<file path="src/rtl/mlp_sequencer.sv">
// Time-multiplexed MLP sequencer (one 32x16 multiplier, 48-bit acc, ReLU-clamped hidden layer). MLP_SEQ_SAT_EN: saturating acc.
// Latency: done 123 cycles after start at defaults. Backpressure: none; start is ignored while busy or in DONE.
module mlp_sequencer #(
  parameter int N_IN  = 6,
  parameter int N_HID = 7,
  parameter int AW    = 6
) (
  input  logic          ADC_CLK_10,
  input  logic          clear,
  input  logic          start,
  output logic [2:0]    in_addr,
  input  logic [31:0]   in_data,
  output logic [AW-1:0] w_addr,
  input  logic [15:0]   w_data,
  output logic          busy,
  output logic          done,
  output logic [31:0]   y,
  output logic [3:0]    resultado
);
  localparam int CW     = $clog2(((N_IN > N_HID) ? N_IN : N_HID) + 1);
  localparam int O_BASE = N_HID * (N_IN + 1);

  typedef enum logic [2:0] {
    IDLE, H_ADDR, H_ACC, H_ACT, O_ADDR, O_ACC, CLASSIFY, DONE
  } state_t;

  state_t state, state_nx;

  logic [CW-1:0]      h_cnt, k_cnt;
  logic signed [47:0] acc;
  logic signed [15:0] hid [N_HID];
  logic signed [31:0] y_hold;

  logic               out_phase, bias_term;
  logic signed [15:0] hid_sel;
  logic signed [31:0] mul_a;
  logic signed [47:0] prod, term, acc_sum;
  logic signed [31:0] h_val, y_cl;
  logic signed [15:0] h_relu;
  logic [3:0]         class_code;

  always_ff @(posedge ADC_CLK_10 or posedge clear) begin
    if (clear) state <= IDLE;
    else       state <= state_nx;
  end

  // Addresses follow the term counters, so they stay stable across each ADDR/ACC pair.
  always_comb begin
    state_nx  = state;
    in_addr   = '0;
    w_addr    = '0;
    out_phase = (state == O_ADDR) || (state == O_ACC);
    case (state)
      IDLE:     if (start) state_nx = H_ADDR;
      H_ADDR:   state_nx = H_ACC;
      H_ACC:    state_nx = (k_cnt == CW'(N_IN)) ? H_ACT : H_ADDR;
      H_ACT:    state_nx = (h_cnt == CW'(N_HID - 1)) ? O_ADDR : H_ADDR;
      O_ADDR:   state_nx = O_ACC;
      O_ACC:    state_nx = (k_cnt == CW'(N_HID)) ? CLASSIFY : O_ADDR;
      CLASSIFY: state_nx = DONE;
      DONE:     state_nx = IDLE;
      default:  state_nx = IDLE;
    endcase
    if (out_phase) begin
      w_addr = AW'(O_BASE + int'(k_cnt));
    end else begin
      w_addr = AW'(int'(h_cnt) * (N_IN + 1) + int'(k_cnt));
      if (k_cnt < CW'(N_IN)) in_addr = 3'(k_cnt);
    end
  end

  always_comb begin
    hid_sel   = (k_cnt < CW'(N_HID)) ? hid[k_cnt] : '0;
    mul_a     = out_phase ? 32'(hid_sel) : $signed(in_data);
    prod      = 48'(mul_a) * 48'($signed(w_data));
    bias_term = out_phase ? (k_cnt == CW'(N_HID)) : (k_cnt == CW'(N_IN));
    term      = prod;
    if (bias_term)
      term = out_phase ? {{24{w_data[15]}}, w_data, 8'h00}
                       : {{16{w_data[15]}}, w_data, 16'h0000};
  end

`ifdef MLP_SEQ_SAT_EN
  logic signed [48:0] sum_wide;

  always_comb begin
    sum_wide = {acc[47], acc} + {term[47], term};
    acc_sum  = sum_wide[47:0];
    if (sum_wide[48] != sum_wide[47])
      acc_sum = sum_wide[48] ? {1'b1, 47'b0} : {1'b0, {47{1'b1}}};
    y_cl = acc[31:0];
    if (acc[47:31] != {17{acc[47]}})
      y_cl = acc[47] ? 32'sh8000_0000 : 32'sh7FFF_FFFF;
  end
`else
  always_comb begin
    acc_sum = acc + term;
    y_cl    = acc[31:0];
  end
`endif

  always_comb begin
    h_val  = acc[47:16];
    h_relu = h_val[15:0];
    if (h_val > 32'sd256)  h_relu = 16'sd256;
    else if (h_val < 0)    h_relu = '0;
    if (y_hold > 32'sh9999)      class_code = 4'd4;
    else if (y_hold > 32'sh8000) class_code = 4'd5;
    else if (y_hold > 32'sh6666) class_code = 4'd6;
    else                         class_code = 4'd2;
  end

  always_ff @(posedge ADC_CLK_10 or posedge clear) begin
    if (clear) begin
      busy      <= 1'b0;
      done      <= 1'b0;
      y         <= '0;
      resultado <= '0;
      acc       <= '0;
      y_hold    <= '0;
      h_cnt     <= '0;
      k_cnt     <= '0;
      for (int i = 0; i < N_HID; i++) hid[i] <= '0;
    end else begin
      done <= 1'b0;
      case (state)
        IDLE: if (start) begin
          busy  <= 1'b1;
          acc   <= '0;
          h_cnt <= '0;
          k_cnt <= '0;
        end
        H_ACC, O_ACC: begin
          acc   <= acc_sum;
          k_cnt <= bias_term ? '0 : k_cnt + CW'(1);
        end
        H_ACT: begin
          hid[h_cnt] <= h_relu;
          acc        <= '0;
          h_cnt      <= (h_cnt == CW'(N_HID - 1)) ? '0 : h_cnt + CW'(1);
        end
        CLASSIFY: begin
          y_hold <= y_cl;
          acc    <= '0;
        end
        DONE: begin
          y         <= y_hold;
          resultado <= class_code;
          done      <= 1'b1;
          busy      <= 1'b0;
        end
        default: ;
      endcase
    end
  end
endmodule

</file>
<file path="config.mk">
export PLATFORM = sky130hd
export DESIGN_NAME = mlp_sequencer
export DESIGN_NICKNAME = d
export VERILOG_FILES = /design/src/rtl/mlp_sequencer.sv
export SDC_FILE = /design/constraint.sdc
export NUM_CORES = 2
export LEC_CHECK = 0
export BUFFER_PORTS_ARGS = -buffer_cell sky130_fd_sc_hd__buf_2
export CORE_ASPECT_RATIO = 0.75
export CORE_MARGIN = 2
export CORE_UTILIZATION = 50
export DETAILED_ROUTE_END_ITERATION = 10
export PLACE_DENSITY = 0.68
export SKIP_LAST_GASP = 1
export SLEW_MARGIN = 0
export SYNTH_ARGS = -nofsm -noshare
export SYNTH_HDL_FRONTEND = slang
export SYNTH_SLANG_ARGS = --single-unit
</file>
<file path="constraint.sdc">
create_clock -name ADC_CLK_10 -period 15.1 [get_ports ADC_CLK_10]
set_clock_uncertainty 0.1 [all_clocks]
set_input_delay 3.02 -clock ADC_CLK_10 [delete_from_list [all_inputs] [get_ports ADC_CLK_10]]
set_output_delay 3.02 -clock ADC_CLK_10 [all_outputs]
set_load 0.02 [all_outputs]
</file>
# --- Word-level counts from Yosys, hierarchy flattened ---
# Cells that the tools add are included.
classes:
  reduce_logical: 13
  mul: 2
  order_cmp: 10
  n_eq_ne: 11
  muxes: 34
  addsub: 5
  bitwise: 2
ops:
  columns: ["op", "n"]
  rows:
  - ["$pmux 48 s3", 1]
  - ["$bwmux 112", 1]
  - ["$mux 16", 6]
  - ["$mux 48", 2]
  - ["$gt 32x17->1 const B", 2]
  - ["$add 48x48->48", 1]
  - ["$bmux 16 s3", 1]
  - ["$demux 16 s3", 1]
  - ["$mul 32x16->48", 1]
  - ["$gt 32x10->1 const B", 1]
  - ["$gt 32x16->1 const B", 1]
  - ["$lt 32x1->1 const B", 1]
  - ["$mux 32", 1]
  - ["$mux 31", 1]
  - ["$mux 3", 10]
  - ["$pmux 3 s8", 1]
  - ["$eq 3x3->1 const B", 7]
  - ["$pmux 3 s2", 2]
  - ["$ge 4x4->1 const B", 2]
  - ["$not 3->4", 2]
  - ["$reduce_and 2->1", 4]
  - ["$add 3x1->3 const B", 2]
  - ["$add 6x3->6", 1]
  - ["$add 6x3->6 const A", 1]
  - ["other kinds (16)", 24]
totals:
  inputBits: 51
  regBits: 239
  output_inout_bits: 47
  elab_cells: 93

# --- Logic depth before layout (Yosys ltp) ---
depth:
  word_depth: 10
  mapped_depth: 46
  depth_no_buf: 43

# --- Least setup slack after synthesis ---
# No wires, ideal clock.
synth_path:
  path_kind: "input to register"
  from: "input port in_data[9]"
  to: "register acc[45]"
  slack_ns: 3.290
  arrival_ns: 11.589
  stages: 38
  path_cell_list: "nand2_1 -> o21ai_0 -> clkbuf_1 -> nand2_1 -> fa_1 -> inv_1 -> fa_1 -> inv_1 -> fa_1 -> inv_1 -> fa_1 -> fa_1 -> inv_1 -> fa_1 -> inv_1 -> ha_1 -> and3_1 -> and2_1 -> (+2 left out) -> nor3_1 -> o21ai_0 -> a21o_1 -> a21oi_1 -> xor2_1 -> a21oi_1 -> ha_1 -> a21o_1 -> a21oi_1 -> o22ai_1 -> o41ai_1 -> a21boi_0 -> o22a_4 -> a41oi_4 -> o21ai_2 -> a311oi_2 -> xnor2_1 -> a22o_1"
synth_between:
  elab_chain_len: 5
synth_rtl:
  columns: ["element", "line", "source"]
  rows:
  - ["start: declaration", "12", "input logic [31:0] in_data,"]
  - ["$mux 32", "74", "mul_a = out_phase ? 32'(hid_sel) : $signed(in_data);"]
  - ["$mul 32x16->48", "75", "prod = 48'(mul_a) * 48'($signed(w_data));"]
  - ["$mux 48", "78", "if (bias_term)"]
  - ["$add 48x48->48", "97", "acc_sum = acc + term;"]
  - ["$pmux 48 s3", "126", "case (state)"]
  - ["end signal: assignment", "134", "acc <= acc_sum;"]
  - ["end: declaration", "30", "logic signed [47:0] acc;"]
# No other way between the ends.
# A chain may end at the register's enable or synchronous reset.

# --- Worst setup path after layout ---
layout_path:
  from: "input port w_data[15]"
  to: "register acc[45]"
layout_between:
  elab_chain_len: 4
  elab_cells_between_ends: 5
  cone_classes: "add/sub: 1; mul: 1; mux: 3"
layout_rtl:
  columns: ["element", "line", "source"]
  rows:
  - ["start: declaration", "14", "input logic [15:0] w_data,"]
  - ["$mul 32x16->48 / $mux 31 (equally long branches)", "75, 79", null]
  - ["$mux 48 (*)", "78", null]
  - ["$add 48x48->48 (*)", "97", null]
  - ["$pmux 48 s3 (*)", "126", null]
# Mark *: on every way between the ends. The rest lies on a longest branch, timed or not.

==> metrics <==
Yosys cell types 79; Final Hold Fails 0; drt pass-1 iters 5; Synth area leader fa_1; min-delay worst type register to register; Tightest Pin Transition 1.17 ns; Die Wd 292 um; TritonCTS clock tree yes; area of the multi-input gates 0.0223 mm^2; CP peak stage delay 0.59 ns; Post-synth EDFFs 0; Post-synth top cells inv_1 (577), nand2_1 (495), fa_1 (491), and2_1 (276), dfrtp_1 (238); critical path arrival 12.96 ns; GP Congestion 0.928; slew margin rel. 0.220; synthesized cell area 0.0310 mm^2; crit path max-delay cell type fa_1; top_reg_cell synth dfrtp_1; final period utilization 0.837; Num CTS Buffers 22; DRC 0; largest net degree at the start of global routing 104; DIE HEIGHT 220 um; post-synth top area share 0.317; synthesized flop and latch total 238; Storage cell area 0.00596 mm^2; first-pass GRT wire length 132000 um; Top cell by count, worst path fa_1; Fill cells 5680; Max Cap Viol 0; initial antenna violation count 3; Min Clock Period, post-route 12.65 ns; Final #Nets 4093; Post-Route WL 81300 um; average wire per standard cell 19.4 um; Diodes inserted 0; average size of a mapped cell 9.19 um^2; die footprint 0.0641 mm^2; Routed Antenna Nets 0; Initial Util 0.503; synth top area cells fa_1 (32%), dfrtp_1 (19%), ha_1 (7.1%); status finished, final reports clean; CP max FO 15; fraction of registers with async set/reset 1.00; Seq/Total Area, Yosys 0.192; CP required 15.41 ns; Slew Viols, Final 0; Setup crit end kind register; Reg clk slew, reported paths 0.07 ns; DR vias/cell 5.52; setup violators final 0; GRT Resource Usage Total 0.262; vias in the first global route 23100; final HPWL from detailed placement 61000 um; Ys Warns 0; total gr overflow 0; CTS resizes 0; # port buffers 96; share of cells above drive strength 1 0.0741; H-tree depth 1; cts hold-fix bufs 0; root buf cell clkbuf_16; r2r setup slk 3.22 ns; syn nets 4095; count leader, synth inv_1; Peak Freq 79.1 MHz; Syn Inst Count 3376; total number of vias 23200; WS Path Type primary input to register; Clock Sinks 238; unrepaired setup endpoints after global routing false; Boundary Pins 98; crit path launch type primary input; post-CTS setup buffer count 0; area of the core 0.0617 mm^2; setup TNS 0 ns; worst skew pair latency 0.53 ns; Placement Rows 79; Clock Tree Buf Depth 3; P&R area growth vs syn 6.25%; initial drt markers 1832
state kept, by name (all words and copies together), names as in the netlist:
register,flops
hid,112
acc,48
y,32
y_hold,32
h_cnt,3
k_cnt,3
resultado,3
state,3
busy,1
done,1
layout make-up:
cell class                 instances  share of cell area
clock buffer                      31              0.0193
clock inverter                     6             0.00270
inverter                         579              0.0662
multi-input combinational       2401               0.678
sequential                       238               0.181
tap                              810              0.0307
timing repair buffer             132              0.0228
metrics by stage:
step | hold slack [ns] | cells | worst slack [ns] | instance area (um^2) | utilization
2_1_floorplan | 0.345 | 3376 | 3.29 | 31000 | -
3_3_place_gp | 0.355 | 4160 | 2.15 | 32200 | 0.523
3_5_place_dp | 0.357 | 4160 | 2.03 | 32200 | 0.523
4_1_cts | 0.373 | 4197 | 2.57 | 33000 | 0.534
5_1_grt | 0.391 | 4197 | 2.03 | 33000 | 0.534
6_report | 0.369 | 4197 | 2.45 | 33000 | 0.534
placed cells by master (no fill, tap or decap), types with 23 or more instances in the layout:
| cell type | Yosys | layout |
|---|---|---|
| and2_1 | 276 | 276 |
| a21o_1 | 44 | 44 |
| inv_1 | 577 | 576 |
| o21ai_0 | 127 | 115 |
| buf_2 | 1 | 96 |
| xor2_1 | 32 | 32 |
| dfrtp_1 | 238 | 236 |
| a21oi_1 | 114 | 113 |
| nand3_1 | 25 | 25 |
| a22o_1 | 43 | 43 |
| mux2_2 | 40 | 40 |
| nand2b_1 | 42 | 41 |
| ha_1 | 177 | 177 |
| xnor2_1 | 60 | 60 |
| nor2b_1 | 35 | 35 |
| nor2_1 | 112 | 111 |
| o21a_1 | 32 | 32 |
| fa_1 | 491 | 491 |
| clkbuf_16 | 0 | 23 |
| buf_4 | 1 | 36 |
| o21ai_1 | 21 | 31 |
| nand2_1 | 495 | 495 |
kinds of logic (layout without fill, tap and decap cells):
family / after synthesis / after routing / synth area share
flops: 238 / 238 / 0.192
xor+xnor: 92 / 92 / 0.0260
compound gates: 505 / 505 / 0.108
mux: 78 / 78 / 0.0332
other cells: 1 / 1 / 0.000121
simple gates: 1057 / 1057 / 0.164
buf+inv: 737 / 748 / 0.0893
fa+ha+maj: 668 / 668 / 0.388
final timing paths:
path,startpoint,end,cells past startpoint
setup / recovery,w_data[15],acc[45]$_DFFE_PP0P_,36
hold / removal,y[21]$_DFFE_PP0P_,y[21]$_DFFE_PP0P_,2
setup reg to reg,k_cnt[0]$_DFFE_PP0P_,acc[45]$_DFFE_PP0P_,41
hold reg to reg,y[21]$_DFFE_PP0P_,y[21]$_DFFE_PP0P_,2
max in group asynchronous,clear,hid[8]$_DFFE_PP0P_,4
min in group asynchronous,clear,y[4]$_DFFE_PP0P_,2
critical path: cells and delay by family:
kind / cells / cell delay (ns)
buf+inv: 6 / 1.10
simple gates: 4 / 0.91
compound gates: 16 / 3.71
xor+xnor: 2 / 0.25
fa+ha+maj: 8 / 3.96
routing by layer:
layer	GRT usage	part of all wire	vias up
li1	-	-	10600
met1	0.410	0.48	11700
met2	0.384	0.42	760
met3	0.0504	0.083	83
met4	0.0356	0.014	4
met5	0	0.00033	-
Power is left out: the tool's default activity adds up to more than one toggle a clock period on the data nets, which glitch-free logic cannot reach.
